## config.mk

```make
export PLATFORM = sky130hd
export DESIGN_NAME = pc_redirect_ctrl
export DESIGN_NICKNAME = d
export VERILOG_FILES = /design/src/rtl/pc_redirect_ctrl_pkg.sv /design/src/rtl/pc_redirect_ctrl_prio_sel.sv /design/src/rtl/pc_redirect_ctrl.sv
export SDC_FILE = /design/constraint.sdc
export NUM_CORES = 1
export LEC_CHECK = 0
export ABC_AREA = 1
export BUFFER_PORTS_ARGS = -buffer_cell sky130_fd_sc_hd__buf_4
export CAP_MARGIN = 20
export CORE_MARGIN = 4
export CORE_UTILIZATION = 36
export DETAILED_ROUTE_END_ITERATION = 10
export PLACE_DENSITY_LB_ADDON = 0.12
export SLEW_MARGIN = 25
export SYNTH_ARGS = -nofsm -noshare
export SYNTH_HDL_FRONTEND = slang
export SYNTH_SLANG_ARGS = --single-unit
```

## constraint.sdc

```tcl
create_clock -name clk -period 3.4 [get_ports clk]
set_input_delay 0 -clock clk [delete_from_list [all_inputs] [get_ports clk]]
set_output_delay 0 -clock clk [all_outputs]
set_load 0.02 [all_outputs]
```

## src/rtl/pc_redirect_ctrl_pkg.sv

```systemverilog
// pc_redirect_ctrl_pkg: redirect source codes, FSM states and default widths.
package pc_redirect_ctrl_pkg;
  localparam int PC_W_DEF = 64;
  localparam logic [1:0] REDIR_SRC_NONE = 2'b00;
  localparam logic [1:0] REDIR_SRC_DEC2 = 2'b01;
  localparam logic [1:0] REDIR_SRC_DEC1 = 2'b10;
  localparam logic [1:0] REDIR_SRC_TRAP = 2'b11;
  localparam logic ST_IDLE = 1'b0;
  localparam logic ST_PEND = 1'b1;
endpackage

```

## src/rtl/pc_redirect_ctrl_prio_sel.sv

```systemverilog
// redir_prio_sel: fixed-priority pick of trap > decode1 > decode2.
module redir_prio_sel
  import pc_redirect_ctrl_pkg::*;
#(
  parameter int PC_W = PC_W_DEF
) (
  input  logic            trap_ena_i,
  input  logic [PC_W-1:0] trap_pc_i,
  input  logic            decode1_ena_i,
  input  logic [PC_W-1:0] decode1_pc_i,
  input  logic            decode2_ena_i,
  input  logic [PC_W-1:0] decode2_pc_i,
  output logic            req_v_o,
  output logic [PC_W-1:0] req_pc_o,
  output logic [1:0]      req_src_o
);
  always_comb begin
    req_v_o   = trap_ena_i | decode1_ena_i | decode2_ena_i;
    req_pc_o  = trap_ena_i ? trap_pc_i : decode1_ena_i ? decode1_pc_i :
                decode2_ena_i ? decode2_pc_i : '0;
    req_src_o = trap_ena_i ? REDIR_SRC_TRAP : decode1_ena_i ? REDIR_SRC_DEC1 :
                decode2_ena_i ? REDIR_SRC_DEC2 : REDIR_SRC_NONE;
  end
endmodule

```

## src/rtl/pc_redirect_ctrl.sv

```systemverilog
// pc_redirect_ctrl: registers one PC redirect per cycle, buffering it while fetch is busy.
module pc_redirect_ctrl
  import pc_redirect_ctrl_pkg::*;
#(
  parameter int PC_W    = PC_W_DEF,
  parameter int EPOCH_W = 3,
  parameter int CNT_W   = 16
) (
  input  logic               clk,
  input  logic               rst,
  input  logic               cache_un_ready,
  input  logic               trap_ena,
  input  logic [PC_W-1:0]    trap_pc,
  input  logic               decode1_ena,
  input  logic [PC_W-1:0]    decode1_pc,
  input  logic               decode2_ena,
  input  logic [PC_W-1:0]    decode2_pc,
  output logic               redir_valid,
  output logic [PC_W-1:0]    redir_pc,
  output logic [1:0]         redir_src,
  output logic [EPOCH_W-1:0] epoch,
  output logic               pend_valid,
  output logic [CNT_W-1:0]   hold_cycles
);
  logic            req_v, take_req, cand_v, issue;
  logic [PC_W-1:0] req_pc, cand_pc;
  logic [1:0]      req_src, cand_src;
  logic               pend_q, pend_d, redir_valid_q, redir_valid_d;
  logic [PC_W-1:0]    pend_pc_q, pend_pc_d, redir_pc_q, redir_pc_d;
  logic [1:0]         pend_src_q, pend_src_d, redir_src_q, redir_src_d;
  logic [EPOCH_W-1:0] epoch_q, epoch_d;
  logic [CNT_W-1:0]   hold_q, hold_d;

  redir_prio_sel #(.PC_W(PC_W)) u_sel (
    .trap_ena_i(trap_ena), .trap_pc_i(trap_pc),
    .decode1_ena_i(decode1_ena), .decode1_pc_i(decode1_pc),
    .decode2_ena_i(decode2_ena), .decode2_pc_i(decode2_pc),
    .req_v_o(req_v), .req_pc_o(req_pc), .req_src_o(req_src)
  );

  // A new request displaces the buffered one only if its source ranks at least as high.
  always_comb begin
    take_req      = req_v & (pend_q == ST_IDLE | req_src >= pend_src_q);
    cand_v        = req_v | pend_q;
    cand_pc       = take_req ? req_pc : pend_pc_q;
    cand_src      = take_req ? req_src : pend_src_q;
    issue         = cand_v & ~cache_un_ready;
    pend_d        = cand_v & cache_un_ready ? ST_PEND : ST_IDLE;
    pend_pc_d     = pend_d ? cand_pc : '0;
    pend_src_d    = pend_d ? cand_src : REDIR_SRC_NONE;
    redir_valid_d = issue;
    redir_pc_d    = issue ? cand_pc : '0;
    redir_src_d   = issue ? cand_src : REDIR_SRC_NONE;
    epoch_d       = issue ? epoch_q + EPOCH_W'(1) : epoch_q;
    hold_d        = pend_q & cache_un_ready & ~&hold_q ? hold_q + CNT_W'(1) : hold_q;
  end

  always_ff @(posedge clk) begin
    if (rst) begin
      pend_q        <= ST_IDLE;
      pend_pc_q     <= '0;
      pend_src_q    <= REDIR_SRC_NONE;
      redir_valid_q <= 1'b0;
      redir_pc_q    <= '0;
      redir_src_q   <= REDIR_SRC_NONE;
      epoch_q       <= '0;
      hold_q        <= '0;
    end else begin
      pend_q        <= pend_d;
      pend_pc_q     <= pend_pc_d;
      pend_src_q    <= pend_src_d;
      redir_valid_q <= redir_valid_d;
      redir_pc_q    <= redir_pc_d;
      redir_src_q   <= redir_src_d;
      epoch_q       <= epoch_d;
      hold_q        <= hold_d;
    end
  end

  assign redir_valid = redir_valid_q;
  assign redir_pc    = redir_pc_q;
  assign redir_src   = redir_src_q;
  assign epoch       = epoch_q;
  assign pend_valid  = pend_q;
  assign hold_cycles = hold_q;
endmodule

```

== Word level (Yosys, flattened, before mapping) ==
Cells that the tools add are included.
Operators by class
  reduce and logical (&&, ||, !) cells: 4
  muxes and demuxes: 9
  divide/modulo/power cells: 0
  bitwise logic cells: 13
  order comparisons: 1
  add/sub/neg operators: 2
  shifts and indexed selects: 0
  equality and inequality tests: 0
  multipliers: 0
Operators by type and width (number)
  64-bit two-way mux: 4
  16-bit by 1-bit adder with 16-bit output, second input constant: 1
  16-bit AND reduction: 1
  2-bit two-way mux: 3
  1-bit AND: 5
  1-bit inverter: 4
  1-bit bitwise OR: 4
  2-bit OR reduction: 2
  3-bit by 1-bit adder with 3-bit output, second input constant: 1
  2-bit >= comparator: 1
  1-bit two-way mux: 2
  1-bit zero test: 1
Word-level totals
  register bits: 153
  word-level logic and storage cells: 37
  ROM bits: 0
  bits of input ports: 198
  memories: 0
  latch bits: 0
  bits in writable memories: 0

== Logic depth before layout (Yosys ltp) ==
  depth after elaboration: 7
  mapped depth: 14
  gate-level depth less buffers: 11

== Hierarchy ==
From an unflattened synthesis, not the netlist that was laid out.
Unflattened totals
  cell total of the unflattened synthesis: 967
  area total of the unflattened synthesis: 6824.0 um^2
Modules (own cells, without submodules)
  pc_redirect_ctrl: sequential area each 3062.9 um^2, times used 1, cells an instance 670, area an instance 5376.4 um^2
  redir_prio_sel: sequential area each 0.0 um^2, times used 1, cells an instance 297, area an instance 1447.6 um^2

== Worst setup path before layout ==
Ideal clock, no wire load.
  kind: input-to-reg
  start point: in trap_ena
  end point: reg pend_pc_q[46]
  buffers on the path: 4
  setup slack: 1572 ps
  arrival time: 1758 ps
  stages: 12
  library setup time: 70 ps
  path through: buf_2 > buf_2 > clkbuf_1 > nor2_1 > ha_1 > o21ai_0 > nand2_1 > o21ai_4 > inv_2 > clkbuf_1 > nand2_1 > a21oi_1
Between the ends
  longest elaborated chain between the ends: 7
  elaborated cells between the ends (all ways): 13
RTL lines
  start: declaration: line pc_redirect_ctrl.sv:12  | input logic trap_ena,
  1-bit bitwise OR (2 in a row): line pc_redirect_ctrl_prio_sel.sv:18  | req_v_o = trap_ena_i | decode1_ena_i | decode2_ena_i;
  1-bit bitwise OR: line pc_redirect_ctrl.sv:44  | cand_v = req_v | pend_q;
  1-bit AND: line pc_redirect_ctrl.sv:48  | pend_d = cand_v & cache_un_ready ? ST_PEND : ST_IDLE;
  1-bit two-way mux: line pc_redirect_ctrl.sv:48
  1-bit inverter (no line)
  2-bit OR reduction (no line)
  end signal: assignment: line pc_redirect_ctrl.sv:70  | pend_pc_q <= pend_pc_d;
  end: declaration: line pc_redirect_ctrl.sv:29  | logic [PC_W-1:0] pend_pc_q, pend_pc_d, redir_pc_q, redir_pc_d;
Parallel ways exist; a longest one is shown, timed or not.
A chain may end at the register's enable or synchronous reset.

== Final worst setup path ==
  start point: reg pend_src_q[0]
  end point: reg pend_pc_q[30]
Between the ends
  longest elaborated chain between the ends: 4
RTL lines
  start: declaration: line pc_redirect_ctrl.sv:30  | logic [1:0] pend_src_q, pend_src_d, redir_src_q, redir_src_d;
  start signal: assignment: line pc_redirect_ctrl.sv:71  | pend_src_q <= pend_src_d;
  2-bit >= comparator: line pc_redirect_ctrl.sv:43  | take_req = req_v & (pend_q == ST_IDLE | req_src >= pend_src_q);
  1-bit bitwise OR: line pc_redirect_ctrl.sv:43
  1-bit AND: line pc_redirect_ctrl.sv:43
  64-bit two-way mux: line pc_redirect_ctrl.sv:45  | cand_pc = take_req ? req_pc : pend_pc_q;
No other way between the ends.

==> out/qor.txt <==
Global-route wire length before repair = 32,100 um
Kind of critical path = flip-flop to flip-flop
Num CTS Buffers = 17
Hold Crit Class = input pin to flip-flop
Worst Skew = 0.00886 ns
Routability cong. = 0.842
Post-cts gate resize count = 0
Fin crit period = 2.27 ns
Worst path max stage delay = 0.34 ns
Cell repeated most along the worst path = nand2_1
NetSw = 1160 uW
Vias post-DR = 7,115
Filler Cell Count = 1,735
Total power = 4620 uW
Sum Neg Setup Slack = 0 ns
Family with the most delay on the worst path = buffers and inverters
Post-Syn Area = 6560 sq um
Hold WS = -0.000209 ns
Final hold vios = 1
Clock buffer depth = 2
Leakage power = 0.00487 uW
Average wire per standard cell = 13.9 um
Worst Path Required = 3.67 ns
CTS Sinks = 153
Pre-CTS setup slack = 0.982 ns
Clock root cell = clkbuf_16
Critical Path AT = 2.54 ns
H-tree depth = 4
Period utilisation layout = 66.9%
Area of the multi-input gates = 2860 sq um
Worst vdd ir = 312 uV
CP max FO = 29
Layout cell share with drive strength beyond 1 = 26.6%
Port bufs = 284
Final ANT Viol Nets = 0
Max Freq = 0.440 GHz
Commonest non-fill, non-tap cell in the layout = buf_4
I/O pins = 285
Crit path cell chain = ha_1 > o21ai_0 > nand2_1 > o21ai_4 > inv_2 > buf_4 > nand2_1 > a21oi_1
Register area share after synthesis = 46.7%
Worst-skew pair later-pin latency = 0.42 ns
Comb pwr share = 17.0%
Most frequent cells in the layout = buf_4 (294), nand2_1 (239), a21oi_1 (211)
Hpwl dp = 13,900 um
Synth Net Count = 1,101
Area Growth Syn to Fin = 56.8%
Reg clk slew, reported paths = 0.06 ns
Storage cell area = 3060 sq um
YS warnings = 0
RSZ-0062 raised after global routing = false
Slew Viols, Final = 0
Initial Util = 36.5%
Die Ht = 143 um
Critical path endpoint category = flip-flop
PnR worst setup slack = 1.13 ns
Average cell area after synthesis = 7.29 sq um
Final #Nets = 1,446
Worst slew pin tran = 0.986 ns
Syn Inst Count = 899
Power share of the clock group = 41.8%
Failing checks = negative hold slack
Power density cells = 450 nW/um^2
Drt total wl = 20,700 um
Number of global-route vias before repair = 6,705
Crit path buf inv count = 2
Outcome = finished, violations left
Sequential power share = 41.2%
Largest net degree at the start of global routing = 101
Cell row count = 49
CTS tree = yes
ANT cells = 0
CP Launch Type = flip-flop
Post-synth cell types = 19
Pre-antenna DRT Iters = 5
Headroom to the max-slew limit = 34.2%
Core box area = 18,000 sq um
Final setup vio count = 0
Die width = 143 um
Switch share = 25.1%
Max-Cap Viols = 0
Grt ovf = 0
#FFs+latches synth = 153
Initial DRC Count = 313
GRT Overall Usage = 19.4%
Initial antenna violation count = 0
Reg2Reg Setup Slack = 1.13 ns
Cell Int Power = 3460 uW
Die ar. = 20,400 sq um
Remaining DRCs = 0
Via density = 4.79
CP max stage cell = inv_2
-- sequential cells by signal, summed over array words and instances, names as in the netlist --
| register | cells |
|---|---|
| pend_valid | 1 |
| redir_src | 2 |
| hold_cycles | 16 |
| epoch | 3 |
| pend_src_q | 2 |
| redir_valid | 1 |
| redir_pc | 64 |
| pend_pc_q | 64 |
-- cells by family after synthesis --
kind of cell	after synthesis	share of synthesized area [%]
and+or+nand+nor	310	18.4
buffers and inverters	149	9.85
DFF	153	46.7
AOI/OAI and AO/OA	283	24.2
adders and majority gates	4	0.763
-- cell type report --
class / instances / area share [%]
clock buffers: 19 / 4.31
clock inverters: 13 / 1.64
inverters: 90 / 3.29
multi-input cells: 597 / 27.8
flip-flops and latches: 153 / 29.8
well taps: 229 / 2.79
repair buffers: 385 / 30.3
-- per-layer routing --
metal | vias to the layer above | track usage [%] | share of wire [%]
li1 | 3655 | - | -
met1 | 3249 | 24.0 | 43
met2 | 198 | 33.1 | 49
met3 | 13 | 5.49 | 7.1
met4 | 0 | 5.40 | 0.96
met5 | - | 0 | 0
-- worst min-delay path, delay by kind of cell --
family                 cells  cell delay [ns]
AOI/OAI and AO/OA          2             0.13
buffers and inverters      1             0.11
and+or+nand+nor            2             0.13
-- path summary, 6_finish.rpt --
| path | cells past startpoint | start | to |
|---|---|---|---|
| worst max-delay path | 8 | pend_src_q[0]$_SDFF_PP0_ | pend_pc_q[30]$_SDFF_PP0_ |
| worst max register to register | 8 | pend_src_q[0]$_SDFF_PP0_ | pend_pc_q[30]$_SDFF_PP0_ |
| worst min-delay path | 5 | decode2_pc[0] | redir_pc[0]$_SDFF_PP0_ |
| worst min register to register | 2 | pend_pc_q[63]$_SDFF_PP0_ | redir_pc[63]$_SDFF_PP0_ |
-- synthesized netlist by cell type --
cell / instances / area (sq um)
o21ai_0: 6 / 30.0
nor3_1: 2 / 10.0
o21ai_4: 1 / 16.3
nand4_2: 1 / 12.5
nand3_1: 23 / 115
inv_1: 87 / 327
buf_4: 11 / 82.6
buf_2: 30 / 150
clkbuf_1: 17 / 63.8
inv_2: 3 / 11.3
nor2_2: 2 / 12.5
nor2_1: 42 / 158
ha_1: 4 / 50.1
a21oi_1: 211 / 1060
dfxtp_1: 153 / 3060
buf_6: 1 / 11.3
nand2_1: 240 / 901
a22oi_1: 64 / 480
a31oi_1: 1 / 6.26
-- power groups by stage --
stage / Sequential, uW / Combinational [uW] / Clock, uW
5_1_grt: 1910 / 866 / 2040
6_report: 1900 / 785 / 1930
3_5_place_dp: 1940 / 681 / 0
4_1_cts: 1900 / 789 / 1970
3_3_place_gp: 1940 / 678 / 0
2_1_floorplan: 2000 / 302 / 0
-- what timing repair did --
action | CTS | global route
setup buffers | 0 | 0
endpoints found under the hold margin | 94 | 0
hold buffers | 91 | 0
-- metrics by stage --
| step | util [%] | cell area [sq um] | cells |
|---|---|---|---|
| after global routing | 57.2 | 10300 | 1486 |
| after global placement | 48.7 | 8750 | 1363 |
| after CTS | 57.2 | 10300 | 1486 |
| final | 57.2 | 10300 | 1486 |
| after floorplan | - | 6560 | 899 |
| after detailed placement | 48.7 | 8750 | 1363 |
Note: power is estimated with default switching activity, not from simulation.
